===== src/rtl/count_evt_pkg.sv =====
// rtl/count_evt_pkg.sv - shared event codes and record-width helper for the count event monitor
package count_evt_pkg;

  localparam int EVT_TYPE_W = 2;

  localparam logic [EVT_TYPE_W-1:0] EVT_LOAD    = 2'd0;
  localparam logic [EVT_TYPE_W-1:0] EVT_WRAP_UP = 2'd1;
  localparam logic [EVT_TYPE_W-1:0] EVT_WRAP_DN = 2'd2;
  localparam logic [EVT_TYPE_W-1:0] EVT_MATCH   = 2'd3;

  // Record layout is {type, timestamp, value}.
  function automatic int evt_rec_w(input int cnt_w, input int ts_w);
    return EVT_TYPE_W + ts_w + cnt_w;
  endfunction

endpackage


===== src/rtl/count_event_monitor_if.sv =====
// rtl/count_event_monitor_if.sv - valid/ready event record stream between monitor and consumer
interface count_event_monitor_if #(
  parameter int DATA_W = count_evt_pkg::evt_rec_w(64, 32)
);

  logic              evt_valid;
  logic              evt_ready;
  logic [DATA_W-1:0] evt_data;

  modport master (
    output evt_valid,
    output evt_data,
    input  evt_ready
  );

  modport slave (
    input  evt_valid,
    input  evt_data,
    output evt_ready
  );

endinterface


===== src/rtl/count_evt_fifo.sv =====
// rtl/count_evt_fifo.sv - show-ahead synchronous FIFO with valid/ready pop and flush on reset
module count_evt_fifo #(
  parameter int WIDTH = 8,
  parameter int DEPTH = 4
) (
  input  logic             clk,
  input  logic             reset,
  input  logic             i_push,
  input  logic [WIDTH-1:0] i_push_data,
  output logic             o_push_ok,
  output logic             o_full,
  output logic             o_valid,
  output logic [WIDTH-1:0] o_data,
  input  logic             i_ready
);

  localparam int              AW       = $clog2(DEPTH);
  localparam logic [AW:0]     CNT_FULL = (AW + 1)'(DEPTH);

  logic [WIDTH-1:0] r_mem [DEPTH];
  logic [AW:0]      r_wptr;
  logic [AW:0]      r_rptr;
  logic [AW:0]      w_count;
  logic             w_pop;

  // Pointers carry one extra wrap bit so full and empty are distinguishable.
  assign w_count   = r_wptr - r_rptr;
  assign o_full    = (w_count == CNT_FULL);
  assign o_valid   = (r_wptr != r_rptr);
  assign w_pop     = o_valid & i_ready;
  // A pop in the same cycle frees the slot the incoming push needs.
  assign o_push_ok = i_push & (~o_full | w_pop);
  assign o_data    = o_valid ? r_mem[r_rptr[AW-1:0]] : '0;

  always_ff @(posedge clk) begin
    if (o_push_ok) begin
      r_mem[r_wptr[AW-1:0]] <= i_push_data;
    end
  end

  always_ff @(posedge clk) begin
    if (reset) begin
      r_wptr <= '0;
      r_rptr <= '0;
    end else begin
      if (o_push_ok) begin
        r_wptr <= r_wptr + 1'b1;
      end
      if (w_pop) begin
        r_rptr <= r_rptr + 1'b1;
      end
    end
  end

endmodule


===== src/rtl/count_event_monitor.sv =====
// rtl/count_event_monitor.sv - samples the counter, detects LOAD/WRAP/MATCH events and queues
// timestamped records, counting events lost while the consumer stalls
module count_event_monitor
  import count_evt_pkg::*;
#(
  parameter int CNT_W      = 64,
  parameter int TS_W       = 32,
  parameter int FIFO_DEPTH = 4
) (
  input  logic                    clk,
  input  logic                    reset,
  input  logic [CNT_W-1:0]        count_in,
  input  logic                    load_in,
  input  logic                    cfg_en,
  input  logic [CNT_W-1:0]        cfg_cmp_value,
  input  logic                    ovf_clr,
  count_event_monitor_if.master   evt_if,
  output logic                    ovf_sticky,
  output logic [15:0]             drop_cnt
);

  localparam int REC_W = evt_rec_w(CNT_W, TS_W);

  logic [CNT_W-1:0]      r_cur;
  logic [CNT_W-1:0]      r_prev;
  logic                  r_load_d;
  logic                  r_cur_valid;
  logic                  r_prev_valid;
  logic [TS_W-1:0]       r_ts;
  logic                  r_ovf_sticky;
  logic [15:0]           r_drop_cnt;

  logic                  w_push;
  logic [EVT_TYPE_W-1:0] w_evt_type;
  logic [REC_W-1:0]      w_rec;
  logic                  w_push_ok;
  logic                  w_full;
  logic                  w_drop;

  // r_cur_valid gates everything so the reset value of r_cur never looks like a sample.
  always_ff @(posedge clk) begin
    if (reset) begin
      r_cur        <= '0;
      r_prev       <= '0;
      r_load_d     <= 1'b0;
      r_cur_valid  <= 1'b0;
      r_prev_valid <= 1'b0;
    end else begin
      r_cur        <= count_in;
      r_prev       <= r_cur;
      r_load_d     <= load_in;
      r_cur_valid  <= 1'b1;
      r_prev_valid <= r_cur_valid;
    end
  end

  always_ff @(posedge clk) begin
    if (reset) begin
      r_ts <= '0;
    end else begin
      r_ts <= r_ts + 1'b1;
    end
  end

  // Priority chain yields at most one event; lower-priority hits are simply not raised.
  always_comb begin
    w_push     = 1'b0;
    w_evt_type = EVT_LOAD;
    if (cfg_en && r_cur_valid) begin
      if (r_prev_valid && r_load_d) begin
        w_push     = 1'b1;
        w_evt_type = EVT_LOAD;
      end else if (r_prev_valid && (r_prev == '1) && (r_cur == '0)) begin
        w_push     = 1'b1;
        w_evt_type = EVT_WRAP_UP;
      end else if (r_prev_valid && (r_prev == '0) && (r_cur == '1)) begin
        w_push     = 1'b1;
        w_evt_type = EVT_WRAP_DN;
      end else if ((r_cur == cfg_cmp_value) &&
                   (!r_prev_valid || (r_prev != cfg_cmp_value))) begin
        w_push     = 1'b1;
        w_evt_type = EVT_MATCH;
      end
    end
  end

  assign w_rec  = {w_evt_type, r_ts, r_cur};
  assign w_drop = w_push & ~w_push_ok;

  count_evt_fifo #(
    .WIDTH (REC_W),
    .DEPTH (FIFO_DEPTH)
  ) u_fifo (
    .clk         (clk),
    .reset       (reset),
    .i_push      (w_push),
    .i_push_data (w_rec),
    .o_push_ok   (w_push_ok),
    .o_full      (w_full),
    .o_valid     (evt_if.evt_valid),
    .o_data      (evt_if.evt_data),
    .i_ready     (evt_if.evt_ready)
  );

  always_ff @(posedge clk) begin
    if (!reset) begin
      assert (!w_drop || w_full);
    end
  end

  // A drop coinciding with a clear restarts the count at one rather than losing the event.
  always_ff @(posedge clk) begin
    if (reset) begin
      r_ovf_sticky <= 1'b0;
      r_drop_cnt   <= '0;
    end else if (w_drop) begin
      r_ovf_sticky <= 1'b1;
      if (ovf_clr) begin
        r_drop_cnt <= 16'd1;
      end else if (r_drop_cnt != 16'hFFFF) begin
        r_drop_cnt <= r_drop_cnt + 16'd1;
      end
    end else if (ovf_clr) begin
      r_ovf_sticky <= 1'b0;
      r_drop_cnt   <= '0;
    end
  end

  assign ovf_sticky = r_ovf_sticky;
  assign drop_cnt   = r_drop_cnt;

endmodule


===== src/flat_wrapper.sv =====
// flat-port wrapper written by rule: the top's interface ports become plain ports
module count_event_monitor_flat import count_evt_pkg::*;
#(
  parameter int CNT_W      = 64,
  parameter int TS_W       = 32,
  parameter int FIFO_DEPTH = 4
)
  (clk, reset, count_in, load_in, cfg_en, cfg_cmp_value, ovf_clr, ovf_sticky, drop_cnt, evt_if_evt_valid, evt_if_evt_data, evt_if_evt_ready);
  count_event_monitor_if #(.DATA_W((98))) evt_if_i ();
  input  logic clk;
  input  logic reset;
  input  logic [CNT_W-1:0] count_in;
  input  logic load_in;
  input  logic cfg_en;
  input  logic [CNT_W-1:0] cfg_cmp_value;
  input  logic ovf_clr;
  output logic ovf_sticky;
  output logic [15:0] drop_cnt;
  output wire logic [$bits(evt_if_i.evt_valid)-1:0] evt_if_evt_valid;
  output wire logic [$bits(evt_if_i.evt_data)-1:0] evt_if_evt_data;
  input wire logic [$bits(evt_if_i.evt_ready)-1:0] evt_if_evt_ready;
  assign evt_if_evt_valid = evt_if_i.evt_valid;
  assign evt_if_evt_data = evt_if_i.evt_data;
  assign evt_if_i.evt_ready = evt_if_evt_ready;
  count_event_monitor #(.CNT_W(CNT_W), .TS_W(TS_W), .FIFO_DEPTH(FIFO_DEPTH)) u_core (.clk(clk), .reset(reset), .count_in(count_in), .load_in(load_in), .cfg_en(cfg_en), .cfg_cmp_value(cfg_cmp_value), .ovf_clr(ovf_clr), .evt_if(evt_if_i), .ovf_sticky(ovf_sticky), .drop_cnt(drop_cnt));
endmodule

===== config.mk =====
export PLATFORM = sky130hd
export DESIGN_NAME = count_event_monitor_flat
export DESIGN_NICKNAME = d
export VERILOG_FILES = /design/src/rtl/count_evt_pkg.sv /design/src/rtl/count_event_monitor_if.sv /design/src/rtl/count_evt_fifo.sv /design/src/rtl/count_event_monitor.sv /design/src/flat_wrapper.sv
export SDC_FILE = /design/constraint.sdc
export NUM_CORES = 1
export LEC_CHECK = 0
export CORE_MARGIN = 2
export CORE_UTILIZATION = 25
export CTS_CLUSTER_DIAMETER = 50
export DETAILED_ROUTE_END_ITERATION = 6
export GPL_ROUTABILITY_DRIVEN = 0
export PLACE_DENSITY_LB_ADDON = 0.08
export SYNTH_ARGS = -nofsm -noshare
export SYNTH_HDL_FRONTEND = slang
export SYNTH_SLANG_ARGS = --single-unit
export TNS_END_PERCENT = 10

===== constraint.sdc =====
create_clock -name clk -period 6.2 [get_ports clk]
set_input_delay 1.24 -clock clk [delete_from_list [all_inputs] [get_ports clk]]
set_output_delay 1.24 -clock clk [all_outputs]
set_load 0.02 [all_outputs]

==> impl_metrics.toml, run 1 <==
[routing]
first_pass_iters = 6
vias = 13768
drc = 0
wl_per_cell_um = 24.2
postRouteAntennaNets = 0
routed_via_density = 4.51
routed_wl_um = 73900
drtIter0Drc = 943

[synth]
synthFlopType = "edfxtp_1"
netlist_area_mm2 = 0.0230
ys_ff_latch = 580
syn_nets = 1629
synth-warning-count = 0
yosysTopAreaCell = "edfxtp_1"
ys_types = 57
yosysSeqAreaShare_pct = 67.6
async_flop_share_pct = 0
synth_edf_count = 392
yosysTopAreaCellShare_pct = 51.2
netlist_top_cells_area = "edfxtp_1 51%, dfxtp_1 16%, mux4_2 9.6%, xor2_1 4.0%, nor2b_1 3.7%"
syn_inst = 1486
avgSynthCellArea_um2 = 15.5

[flow_run]
max-cap-violations = 0

[run_status]
outcome = "complete, no violations"

[global_routing]
grt_util_all_layers_pct = 15.6
grt_pass1_vias = 14692
antenna_found_initial = 6
grt_max_degree = 73
overflow = 0
grt_pass1_wl_um = 106000

[floorplanning]
start_util_pct = 25.1
ioPinCount = 250
rows = 111
core_area_mm2 = 0.0914
dieArea_mm2 = 0.0944
die_y_um = 307
die_x_um = 307

[clock_network]
clockBufferDepth = 3
post-cts-setup-buffers = 0
cts_root_buffer = "clkbuf_16"
cts_num_sinks = 580
cts_tree = "yes"
cts_resized = 0
h-tree-depth = 3
cts_buffers = 86
insertion_delay_ns = 0.62
cts_hold_buf = 0
clkTransAtPathRegs_ns = 0.05

[worst_setup_path]
cp-start-kind = "flop"
crit_arrival_ns = 3.41
critPathMaxFanout = 66
cp-end-kind = "primary output"
crit_type = "flop to primary output"
crit_required_ns = 4.96

[timing]
finClkSkew_ns = 0.0253
worst_slack_ns = 1.55
fin_tns_setup_ns = 0
fin_crit_ns = 4.65
max_slew_margin_pct = 44.5
tightest_slew_ns = 0.832
rsz0062_at_grt = "false"
hold_violations = 0
max_freq_ghz = 0.215
fin_crit_sh_pct = 75.0
slew_violations = 0
setup_viol = 0

[power_and_ir_drop]
p_leak_nw = 9.89
p_int_mw = 7.41
p_per_area_mw_per_mm2 = 320
power_frac_seq_pct = 44.5
p_switching_mw = 2.18
netSwitchingFraction_pct = 22.7
vdd_drop_max_uv = 184
clkPwrFrac_pct = 51.4
combPwrFrac_pct = 4.1

[final_layout]
stdcell_count = 3052
area_delta_synth_final_pct = 30.4
nNetsFinal = 1934
drive_above_1_share_pct = 14.9
fill_cells = 9010
multi_input_area_mm2 = 0.00718
final_common_cell = "edfxtp_1"
final_cell_mix = "392 x edfxtp_1, 248 x clkdlybuf4s50_1, 186 x dfxtp_1"
seqCellArea_mm2 = 0.0155

[place]
hpwl_um = 51700
io_buffers = 249
dp.cells = 2889
place_ws_ns = 1.14

[worst_hold_path]
hp-class = "flop to flop"
per-layer routing:
layer / vias up / track usage [%] / wire length [um]
met1: 7008 / 20.9 / 33000
met3: 119 / 3.12 / 4210
li1: 6222 / - / -
met5: - / 0 / 0
met2: 419 / 25.2 / 34700
met4: 0 / 5.23 / 1980
registers in the layout, summed over array words and instances, names as in the netlist, named ones only:
name                  flops
u_core.drop_cnt          16
u_core.r_load_d           1
u_core.r_cur_valid        1
u_core.u_fifo.r_wptr      3
u_core.r_cur             64
u_core.u_fifo.r_rptr      3
u_core.r_prev            64
u_core.r_prev_valid       1
u_core.r_ts              32
u_core.ovf_sticky         1
u_core.u_fifo.r_mem     392
critical path, stage by stage, from the launching register on:
cell and delay (ns):
dfxtp_1 0.39, inv_1 0.11, ha_1 0.35, nand3_4 0.59, buf_4 0.47, and2_1 0.25, clkdlybuf4s50_1 0.62
path summary, 6_finish.rpt:
path                                                           start                              endpoint  slack (ns)  cells past startpoint
worst max-delay path            u_core.u_fifo.r_wptr[0]$_SDFFE_PP0P_                   evt_if_evt_data[95]        1.55                      6
worst min-delay path            u_core.u_fifo.r_rptr[1]$_SDFFE_PP0P_                                  flop        0.49                      2
worst max register to register           u_core.r_cur[11]$_SDFF_PP0_  u_core.u_fifo.r_mem[2][26]$_DFFE_PP_        2.33                      8
worst min register to register  u_core.u_fifo.r_rptr[1]$_SDFFE_PP0P_                                  flop        0.49                      2
cell families (layout without fill, tap and decap cells):
family	after synthesis	after routing	synth area share, %
AOI/OAI and AO/OA	50	50	1.79
and+or+nand+nor	519	519	13.3
buffers and inverters	74	452	1.25
adders and majority gates	9	9	0.490
muxes	102	102	9.78
xor gates and xnor gates	152	152	5.79
other	0	2	0
DFF	580	580	67.6
cell usage after synthesis, types with 2 or more instances:
cell / n
o221ai_1: 2
a31oi_1: 2
ha_1: 9
and2_1: 108
nor2b_1: 136
dfxtp_1: 188
buf_1: 9
xnor2_1: 46
a31o_1: 4
or3_1: 7
nor3_1: 8
o2111ai_1: 2
nor2_1: 54
edfxtp_1: 392
or4_1: 11
and4_1: 5
nor4_1: 52
a21oi_1: 13
inv_1: 19
mux4_2: 98
nand3_1: 23
a21oi_4: 2
a211oi_1: 4
nand2_1: 36
nand4_1: 48
a41o_1: 2
nor4b_1: 4
o21ai_0: 5
and3_1: 12
xor2_1: 106
nand2b_1: 8
mux2i_1: 3
clkbuf_1: 44
per-stage QoR:
| step | hold slack, ns | utilization, % | total power, mW | cell area (um^2) |
|---|---|---|---|---|
| finish | 0.493 | 32.8 | 9.59 | 30000 |
| global route | 0.522 | 32.8 | 9.92 | 30000 |
| CTS | 0.494 | 32.8 | 9.74 | 30000 |
| detailed placement | 0.485 | 29.6 | 4.75 | 27000 |
| global placement | 0.489 | 29.6 | 4.75 | 27000 |
| floorplan | 0.452 | - | 4.47 | 23000 |
layout make-up:
type	instances	area share, %
sequential	580	51.8
multi-input combinational	832	24.0
timing repair buffer	272	9.19
clock buffer	101	7.61
tap	1186	4.95
clock inverter	60	2.18
inverter	19	0.238
antenna	2	0.0167
power by group through the flow:
stage	registers, mW	logic (mW)	clock network, mW
floorplan	4.29	0.180	0
global placement	4.35	0.403	0
detailed placement	4.35	0.399	0
CTS	4.27	0.402	5.07
global route	4.27	0.422	5.23
finish	4.27	0.394	4.93
Note: power is estimated with default switching activity, not from simulation.
==> run 2: changes to the inputs <==
==> constraint.sdc (replaced) <==
create_clock -name clk -period 4.55 [get_ports clk]
set_input_delay 0.91 -clock clk [delete_from_list [all_inputs] [get_ports clk]]
set_output_delay 0.91 -clock clk [all_outputs]
set_load 0.02 [all_outputs]
==> impl_metrics.toml, run 2 (same netlist as run 1, synthesis figures left out) <==
[final_layout]
largest_register_ffs = 392
area_delta_synth_final_pct = 31.1
nNetsFinal = 1948
final_common_cell = "edfxtp_1"
stdcell_count = 3062
drive_above_1_share_pct = 15.6
final_cell_mix = "392 x edfxtp_1, 248 x clkdlybuf4s50_1, 186 x dfxtp_1"

[clock_network]
h-tree-depth = 3
clkTransAtPathRegs_ns = 0.05
cts_num_sinks = 580
clockBufferDepth = 3
cts_resized = 0
cts_hold_buf = 0
cts_tree = "yes"
cts_root_buffer = "clkbuf_16"
post-cts-setup-buffers = 0
cts_buffers = 81
insertion_delay_ns = 0.62

[timing]
hold_violations = 0
max_slew_margin_pct = 43.1
setup_viol = 0
slew_violations = 0
fin_tns_setup_ns = 0
tightest_slew_ns = 0.854
fin_crit_sh_pct = 86.3
max_freq_ghz = 0.255
rsz0062_at_grt = "false"
finClkSkew_ns = 0.0208
fin_crit_ns = 3.93

[power_and_ir_drop]
power_mw = 12.9
p_per_area_mw_per_mm2 = 428
p_leak_nw = 9.96
vdd_drop_max_uv = 240

[floorplanning]
dieArea_mm2 = 0.0944
core_area_mm2 = 0.0914
rows = 111
die_y_um = 307
die_x_um = 307
start_util_pct = 25.1
ioPinCount = 250

[place]
dp.cells = 2908
hpwl_um = 53900
io_buffers = 249

[routing]
drtIter0Drc = 848
drc = 0
postRouteAntennaNets = 0
vias = 13920
routed_wl_um = 76400
routed_via_density = 4.55
first_pass_iters = 5
wl_per_cell_um = 24.9

[worst_setup_path]
crit_type = "flop to primary output"
crit_family = "buffers and inverters"
crit_buf_inv = 2
cp_cell_sequence = "buf_4 -> mux4_2 -> and2_1 -> clkdlybuf4s50_1"
crit_arrival_ns = 3.02
cp_slowest_stage_delay_ns = 0.78
r2r-start = "u_core.r_cur[11]$_SDFF_PP0_"
crit_slowest_cell = "dfxtp_4"
cp-start-kind = "flop"
cp-end-kind = "primary output"
critPathMaxFanout = 36
crit_required_ns = 3.64

[run_status]
outcome = "complete, no violations"

[worst_hold_path]
min_from = "u_core.r_cur_valid$_DFF_P_"
hp-class = "flop to flop"

[global_routing]
grt_pass1_vias = 14587
grt_pass1_wl_um = 109000
grt_max_degree = 152
overflow = 0
antenna_found_initial = 13
grt_util_all_layers_pct = 16.1

[flow_run]
max-cap-violations = 0
## run 2: cell count changes in the layout (fill, tap and decap cells not counted), moves of 2 or more
cell | previous run | this run
inv_16 | 0 | 2
clkbuf_8 | 1 | 5
clkinv_8 | 2 | 0
clkbuf_1 | 11 | 13
clkbuf_16 | 89 | 83
clkinv_2 | 11 | 9
clkinv_1 | 9 | 2
buf_12 | 7 | 17
buf_4 | 16 | 25
inv_8 | 5 | 3
## run 2: through the flow
| step | setup WS (ns) | hold slack, ns | area [um^2] | utilization [%] |
|---|---|---|---|---|
| after floorplan | -0.562 | 0.452 | 23000 | - |
| after global placement | 0.337 | 0.488 | 27300 | 29.9 |
| after detailed placement | 0.364 | 0.497 | 27300 | 29.9 |
| after CTS | 0.515 | 0.498 | 30100 | 33.0 |
| after global routing | 0.478 | 0.507 | 30100 | 33.0 |
| final | 0.622 | 0.498 | 30100 | 33.0 |
## run 2: per-layer routing
metal / track usage [%] / share of wire (%)
met5: 0 / 0
met2: 26.4 / 47
met4: 4.75 / 2.4
met1: 21.8 / 46
met3: 2.64 / 4.5
## run 2: layout make-up
cell class	instances	area [um^2]
clock buffer	101	2190
multi-input combinational	832	7180
sequential	580	15500
fill	9006	61300
clock inverter	51	618
tap	1186	1480
inverter	19	71.3
timing repair buffer	291	3020
antenna	2	5.00
## run 2: worst paths after layout
path	end	slack, ns	depth (start not counted)
setup / recovery	evt_if_evt_data[93]	0.62	4
hold / removal	u_core.r_prev_valid$_SDFF_PP0_	0.50	1
setup reg to reg	u_core.u_fifo.r_mem[1][49]$_DFFE_PP_	0.74	8
hold reg to reg	u_core.r_prev_valid$_SDFF_PP0_	0.50	1
## run 2: worst reg2reg max path: cells and delay by family, from the launching register on
kind / cells / cell delay (ns)
compound gates: 2 / 0.47
buf+inv: 1 / 0.26
flops: 1 / 0.34
simple gates: 5 / 2.37
## run 2: power breakdown
part | leakage (nW) | switching (mW) | internal [mW]
registers | 5.11 | 0.135 | 5.67
logic | 3.47 | 0.294 | 0.277
clock network | 1.38 | 2.52 | 4.02
==> run 3: changes to the inputs <==
--- a/config.mk
+++ b/config.mk
@@ -14,4 +14,4 @@
 export SYNTH_ARGS = -nofsm -noshare
 export SYNTH_HDL_FRONTEND = slang
 export SYNTH_SLANG_ARGS = --single-unit
-export TNS_END_PERCENT = 10
+export TNS_END_PERCENT = 1
==> results of run 3 <==
The final DEF is identical to that of run 2; final timing and power are the same.
